<file path="src/rtl/morse_key_timer.sv">
// Morse key front end: synchronizes and debounces the key, times presses and gaps,
// and emits registered symbol / letter / word pulses for the decoder back end.
module morse_key_timer #(
    parameter int CNT_W          = 8,
    parameter int DEBOUNCE_TICKS = 2,
    parameter int DASH_TICKS     = 25,
    parameter int LETTER_GAP     = 50,
    parameter int WORD_GAP       = 150,
    parameter int MAX_SYM        = 5
) (
    input  logic       clk,
    input  logic       reset_n,
    input  logic       tick_en,
    input  logic       key_raw,
    output logic       key_level,
    output logic       sym_valid,
    output logic       sym_dash,
    output logic [2:0] sym_count,
    output logic       letter_done,
    output logic       letter_err,
    output logic       word_done
);

    localparam logic [1:0] ST_IDLE  = 2'd0;
    localparam logic [1:0] ST_PRESS = 2'd1;
    localparam logic [1:0] ST_GAP   = 2'd2;
    localparam logic [1:0] ST_WGAP  = 2'd3;

    localparam logic [CNT_W-1:0] DB_C   = CNT_W'(DEBOUNCE_TICKS);
    localparam logic [CNT_W-1:0] DASH_C = CNT_W'(DASH_TICKS);
    localparam logic [CNT_W-1:0] LG_C   = CNT_W'(LETTER_GAP);
    localparam logic [CNT_W-1:0] WG_C   = CNT_W'(WORD_GAP);
    localparam logic [2:0]       MAX_C  = 3'(MAX_SYM);

    function automatic logic [CNT_W-1:0] sat_inc(input logic [CNT_W-1:0] v);
        return (v == {CNT_W{1'b1}}) ? v : v + CNT_W'(1);
    endfunction

    logic             key_meta_q, key_s_q;
    logic             key_level_q, key_level_d;
    logic             key_prev_q;
    logic [CNT_W-1:0] db_cnt_q, db_cnt_d;
    logic [1:0]       state_q, state_d;
    logic [CNT_W-1:0] dur_q, dur_d;
    logic [CNT_W-1:0] gap_q, gap_d;
    logic [2:0]       sym_count_q, sym_count_d;
    logic             err_q, err_d;
    logic             sym_valid_q, sym_valid_d;
    logic             sym_dash_q, sym_dash_d;
    logic             letter_done_q, letter_done_d;
    logic             letter_err_q, letter_err_d;
    logic             word_done_q, word_done_d;
    logic             key_rise, key_fall;
    logic [2:0]       cnt_base;
    logic             err_base;

    assign key_rise = key_level_q & ~key_prev_q;
    assign key_fall = ~key_level_q & key_prev_q;

    // Debounce: a new level must persist for DEBOUNCE_TICKS ticks before it is accepted.
    always_comb begin
        db_cnt_d    = db_cnt_q;
        key_level_d = key_level_q;
        if (key_s_q == key_level_q) begin
            db_cnt_d = '0;
        end else if (tick_en) begin
            if (sat_inc(db_cnt_q) >= DB_C) begin
                key_level_d = ~key_level_q;
                db_cnt_d    = '0;
            end else begin
                db_cnt_d = sat_inc(db_cnt_q);
            end
        end
    end

    // The letter count is cleared one clk after letter_done, so the count stays
    // visible alongside the pulse; a press landing right then starts from zero.
    always_comb begin
        cnt_base      = letter_done_q ? 3'd0 : sym_count_q;
        err_base      = letter_done_q ? 1'b0 : err_q;
        state_d       = state_q;
        dur_d         = dur_q;
        gap_d         = gap_q;
        sym_count_d   = cnt_base;
        err_d         = err_base;
        sym_valid_d   = 1'b0;
        sym_dash_d    = sym_dash_q;
        letter_done_d = 1'b0;
        letter_err_d  = 1'b0;
        word_done_d   = 1'b0;
        case (state_q)
            ST_IDLE: begin
                if (key_rise) begin
                    state_d = ST_PRESS;
                    dur_d   = '0;
                end
            end
            ST_PRESS: begin
                if (key_fall) begin
                    state_d = ST_GAP;
                    gap_d   = '0;
                    if (cnt_base < MAX_C) begin
                        sym_valid_d = 1'b1;
                        sym_dash_d  = (dur_q >= DASH_C);
                        sym_count_d = cnt_base + 3'd1;
                    end else begin
                        err_d = 1'b1;
                    end
                end else if (tick_en) begin
                    dur_d = sat_inc(dur_q);
                end
            end
            ST_GAP: begin
                if (tick_en) gap_d = sat_inc(gap_q);
                if (gap_q == LG_C) begin
                    letter_done_d = 1'b1;
                    letter_err_d  = err_base;
                    state_d       = ST_WGAP;
                end
                if (key_rise) begin
                    state_d = ST_PRESS;
                    dur_d   = '0;
                end
            end
            ST_WGAP: begin
                if (tick_en) gap_d = sat_inc(gap_q);
                if (gap_q == WG_C) begin
                    word_done_d = 1'b1;
                    state_d     = ST_IDLE;
                end
                if (key_rise) begin
                    state_d = ST_PRESS;
                    dur_d   = '0;
                end
            end
            default: state_d = ST_IDLE;
        endcase
    end

    always_ff @(posedge clk or negedge reset_n) begin
        if (!reset_n) begin
            key_meta_q    <= 1'b0;
            key_s_q       <= 1'b0;
            key_level_q   <= 1'b0;
            key_prev_q    <= 1'b0;
            db_cnt_q      <= '0;
            state_q       <= ST_IDLE;
            dur_q         <= '0;
            gap_q         <= '0;
            sym_count_q   <= 3'd0;
            err_q         <= 1'b0;
            sym_valid_q   <= 1'b0;
            sym_dash_q    <= 1'b0;
            letter_done_q <= 1'b0;
            letter_err_q  <= 1'b0;
            word_done_q   <= 1'b0;
        end else begin
            key_meta_q    <= key_raw;
            key_s_q       <= key_meta_q;
            key_level_q   <= key_level_d;
            key_prev_q    <= key_level_q;
            db_cnt_q      <= db_cnt_d;
            state_q       <= state_d;
            dur_q         <= dur_d;
            gap_q         <= gap_d;
            sym_count_q   <= sym_count_d;
            err_q         <= err_d;
            sym_valid_q   <= sym_valid_d;
            sym_dash_q    <= sym_dash_d;
            letter_done_q <= letter_done_d;
            letter_err_q  <= letter_err_d;
            word_done_q   <= word_done_d;
        end
    end

    assign key_level   = key_level_q;
    assign sym_valid   = sym_valid_q;
    assign sym_dash    = sym_dash_q;
    assign sym_count   = sym_count_q;
    assign letter_done = letter_done_q;
    assign letter_err  = letter_err_q;
    assign word_done   = word_done_q;

endmodule
</file>
<file path="config.mk">
export PLATFORM = sky130hd
export DESIGN_NAME = morse_key_timer
export DESIGN_NICKNAME = d
export VERILOG_FILES = /design/src/rtl/morse_key_timer.sv
export SDC_FILE = /design/constraint.sdc
export NUM_CORES = 1
export LEC_CHECK = 0
export CAP_MARGIN = 15
export CELL_PAD_IN_SITES_DETAIL_PLACEMENT = 1
export CELL_PAD_IN_SITES_GLOBAL_PLACEMENT = 1
export CORE_UTILIZATION = 24
export CTS_CLUSTER_SIZE = 10
export DETAILED_ROUTE_END_ITERATION = 6
export DONT_BUFFER_PORTS = 1
export PLACE_DENSITY_LB_ADDON = 0.12
export SLEW_MARGIN = 20
export SYNTH_ARGS = -nofsm -noshare
export SYNTH_HDL_FRONTEND = slang
export SYNTH_SLANG_ARGS = --single-unit
</file>
<file path="constraint.sdc">
create_clock -name clk -period 2.4 [get_ports clk]
set_input_delay 0.72 -clock clk [delete_from_list [all_inputs] [get_ports clk]]
set_output_delay 0.72 -clock clk [all_outputs]
set_load 0.005 [all_outputs]
</file>
==> impl_metrics.env <==
export IMPL_skew_ns=0.001927
export IMPL_hold_viol=0
export IMPL_cts_setup_buffers=0
export IMPL_total_power_mw=2.120
export IMPL_p_leak_nw=0.9691
export IMPL_tightest_slew_ns=0.6377
export IMPL_path_max_fanout=7
export IMPL_crit_path_start_kind="register"
export IMPL_clk_path_buf_depth=2
export IMPL_initial_utilization=0.2518
export IMPL_fmaxAchievable_mhz=516.0
export IMPL_syn_area_sq_um=1976
export IMPL_die_h_um=92.73
export IMPL_grt_ovfl_total=0
export IMPL_required_ns=2.57
export IMPL_clock_sinks=39
export IMPL_top_usage_layer="met2"
export IMPL_async_reset_ff_frac=1.000
export IMPL_ctsRootBufferMaster="clkbuf_8"
export IMPL_io_pins=13
export IMPL_post_cts_resized=0
export IMPL_drc=0
export IMPL_ctsHoldBuffers=0
export IMPL_dieArea_sq_um=8599
export IMPL_synthCells=195
export IMPL_power_density_nw_per_um2=963.3
export IMPL_cts_reportedPaths_clkPinSlew_ns=0.08
export IMPL_cp_end_kind="register"
export IMPL_grtUsageMet3=0.03777
export IMPL_n_antenna_cell=0
export IMPL_cts_buffers=5
export IMPL_hold_class="in -> async"
export IMPL_synth_area_top_cells="dfrtp_1 (49%), ha_1 (4.4%), nand2_1 (2.7%), nand3_1 (2.5%), a21oi_1 (2.3%)"
export IMPL_routed_wl_mm=4.672
export IMPL_period_share=0.8075
export IMPL_synthTopCellsByCount="dfrtp_1 (39), nand2_1 (14), nor2_1 (11)"
export IMPL_grt_pass1_wl_mm=8.286
export IMPL_path_class="reg -> reg"
export IMPL_avgViaCountPerCell=4.913
export IMPL_antenna_found_initial=0
export IMPL_max_vdd_ir_drop_mv=0.3592
export IMPL_io_buffer_count=0
export IMPL_grt_max_degree=40
export IMPL_outcome="completed"
export IMPL_syn_nets=206
export IMPL_ys_ff_latch=39
export IMPL_grtUsageTotal=0.1234
export IMPL_drive_gt1_frac=0.07576
export IMPL_ys_seq_area_frac=0.4940
export IMPL_tritoncts="done"
export IMPL_whs_ns=0.1187
export IMPL_maxCapViolations=0
export IMPL_finalWeightedCongestion=0.7172
export IMPL_max_slew_margin=0.5709
export IMPL_tns_ns=0
export IMPL_h_tree_depth=2
export IMPL_use_met2=0.1981
export IMPL_synth_most_common_cell="dfrtp_1"
export IMPL_coreArea_sq_um=7848
export IMPL_setup_viol=0
export IMPL_vias=1474
export IMPL_layout_nets=208
export IMPL_report_final_slew_viol_count=0
export IMPL_synth_flop_cell="dfrtp_1"
export IMPL_dr_first_iter_drc_count=47
export IMPL_drtAntennaViolNets=0
export IMPL_grt_pass1_vias=1621
export IMPL_post_drt_wl_per_cell_um=15.57
export IMPL_row_count=32
export IMPL_synth_top_area_share=0.4940
export IMPL_yosysWarnings=0
export IMPL_cp_data_arrival_time_ns=2.11
export IMPL_die_x_um=92.73
export IMPL_synth_edff_count=0
export IMPL_grt_use_met1=0.1662
export IMPL_firstDrtPassIters=4
export IMPL_yosysTopAreaCell="dfrtp_1"
export IMPL_clkLatencyLatePin_ns=0.29
export IMPL_area_growth_pct=11.40
export IMPL_rsz0062_at_grt="false"
export IMPL_dpl_hpwl_mm=3.357
export IMPL_syn_avg_cell_area_sq_um=10.13
export IMPL_synth_distinct_cells=50
export IMPL_period_needed_ns=1.938
## critical path, cell delays in order (launching register included)
cell and delay [ns]:
dfrtp_1 0.46, ha_1 0.24, nand4_1 0.22, o211ai_1 0.50, nor4b_1 0.31, nor3_1 0.08
## final cells by class
| cell class | instances | area, sq um |
|---|---|---|
| clock buffer | 6 | 82.58 |
| clock inverter | 2 | 35.03 |
| fill | 923 | 5647 |
| inverter | 8 | 30.03 |
| multi-input combinational | 143 | 949.7 |
| sequential | 39 | 975.9 |
| tap | 102 | 127.6 |
## layer usage
layer / up-vias / part of all wire
met5: - / 0
met4: 0 / 0.0036
met3: 4 / 0.025
met2: 11 / 0.48
met1: 748 / 0.49
li1: 711 / -
## per-stage QoR
stage	instance area, sq um	setup WS [ns]	instances	util
6_report	2201	0.4619	300	0.2805
5_1_grt	2201	0.2363	300	0.2805
4_1_cts	2201	0.4586	300	0.2805
3_5_place_dp	2083	0.4769	292	0.2655
3_3_place_gp	2083	0.5276	292	0.2655
2_1_floorplan	1976	0.7176	195	-
## logic make-up after synthesis
| logic type | synth area share |
|---|---|
| AND/OR/NAND/NOR | 0.2375 |
| buffers and inverters | 0.02533 |
| flip-flops | 0.4940 |
| multiplexers | 0.02913 |
| AO/OA/AOI/OAI | 0.1387 |
| adder cells (fa/ha/maj) | 0.04433 |
| XOR/XNOR | 0.03103 |
## cell usage in the layout (no fill, tap or decap), drive strengths merged, types with 3 or more instances in the layout
master / netlist / layout
nand4: 3 / 3
dfrtp: 39 / 39
nand2b: 4 / 4
o21ai: 8 / 8
nand3: 10 / 10
ha: 7 / 7
or4: 3 / 3
mux2: 3 / 3
nor4: 3 / 3
nand2: 14 / 14
clkbuf: 4 / 6
a21o: 3 / 3
nor2: 12 / 12
nor3: 7 / 7
xnor2: 5 / 5
and3: 5 / 5
a211oi: 4 / 4
o211ai: 3 / 3
a21oi: 10 / 10
inv: 8 / 8
and2: 8 / 8
## worst paths after layout
path / start / slack [ns] / endpoint / cells past startpoint
max: dur_q[0]$_DFFE_PN0P_ / 0.46 / dur_q[5]$_DFFE_PN0P_ / 5
min: reset_n / 0.12 / gap_q[4]$_DFFE_PN0P_ / 0
max reg2reg: dur_q[0]$_DFFE_PN0P_ / 0.46 / dur_q[5]$_DFFE_PN0P_ / 5
min reg2reg: key_meta_q$_DFF_PN0_ / 0.36 / key_s_q$_DFF_PN0_ / 0
max in group asynchronous: reset_n / 2.19 / db_cnt_q[6]$_DFFE_PN0P_ / 0
min in group clk: key_meta_q$_DFF_PN0_ / 0.36 / key_s_q$_DFF_PN0_ / 0
## where the power goes
part	total (mW)	internal (mW)	switching (mW)	leakage, nW
combinational	0.565	0.232	0.334	0.391
sequential	0.972	0.784	0.188	0.517
clock	0.582	0.337	0.246	0.0612
total	2.12	1.35	0.767	0.969
## flip-flops by register name, summed over array words and instances (netlist names)
signal	count
gap_q	8
key_level	1
key_prev_q	1
letter_err	1
sym_valid	1
key_meta_q	1
letter_done	1
sym_count	3
sym_dash	1
key_s_q	1
word_done	1
db_cnt_q	8
state_q	2
err_q	1
dur_q	8
Power figures use the tool's default switching activity.
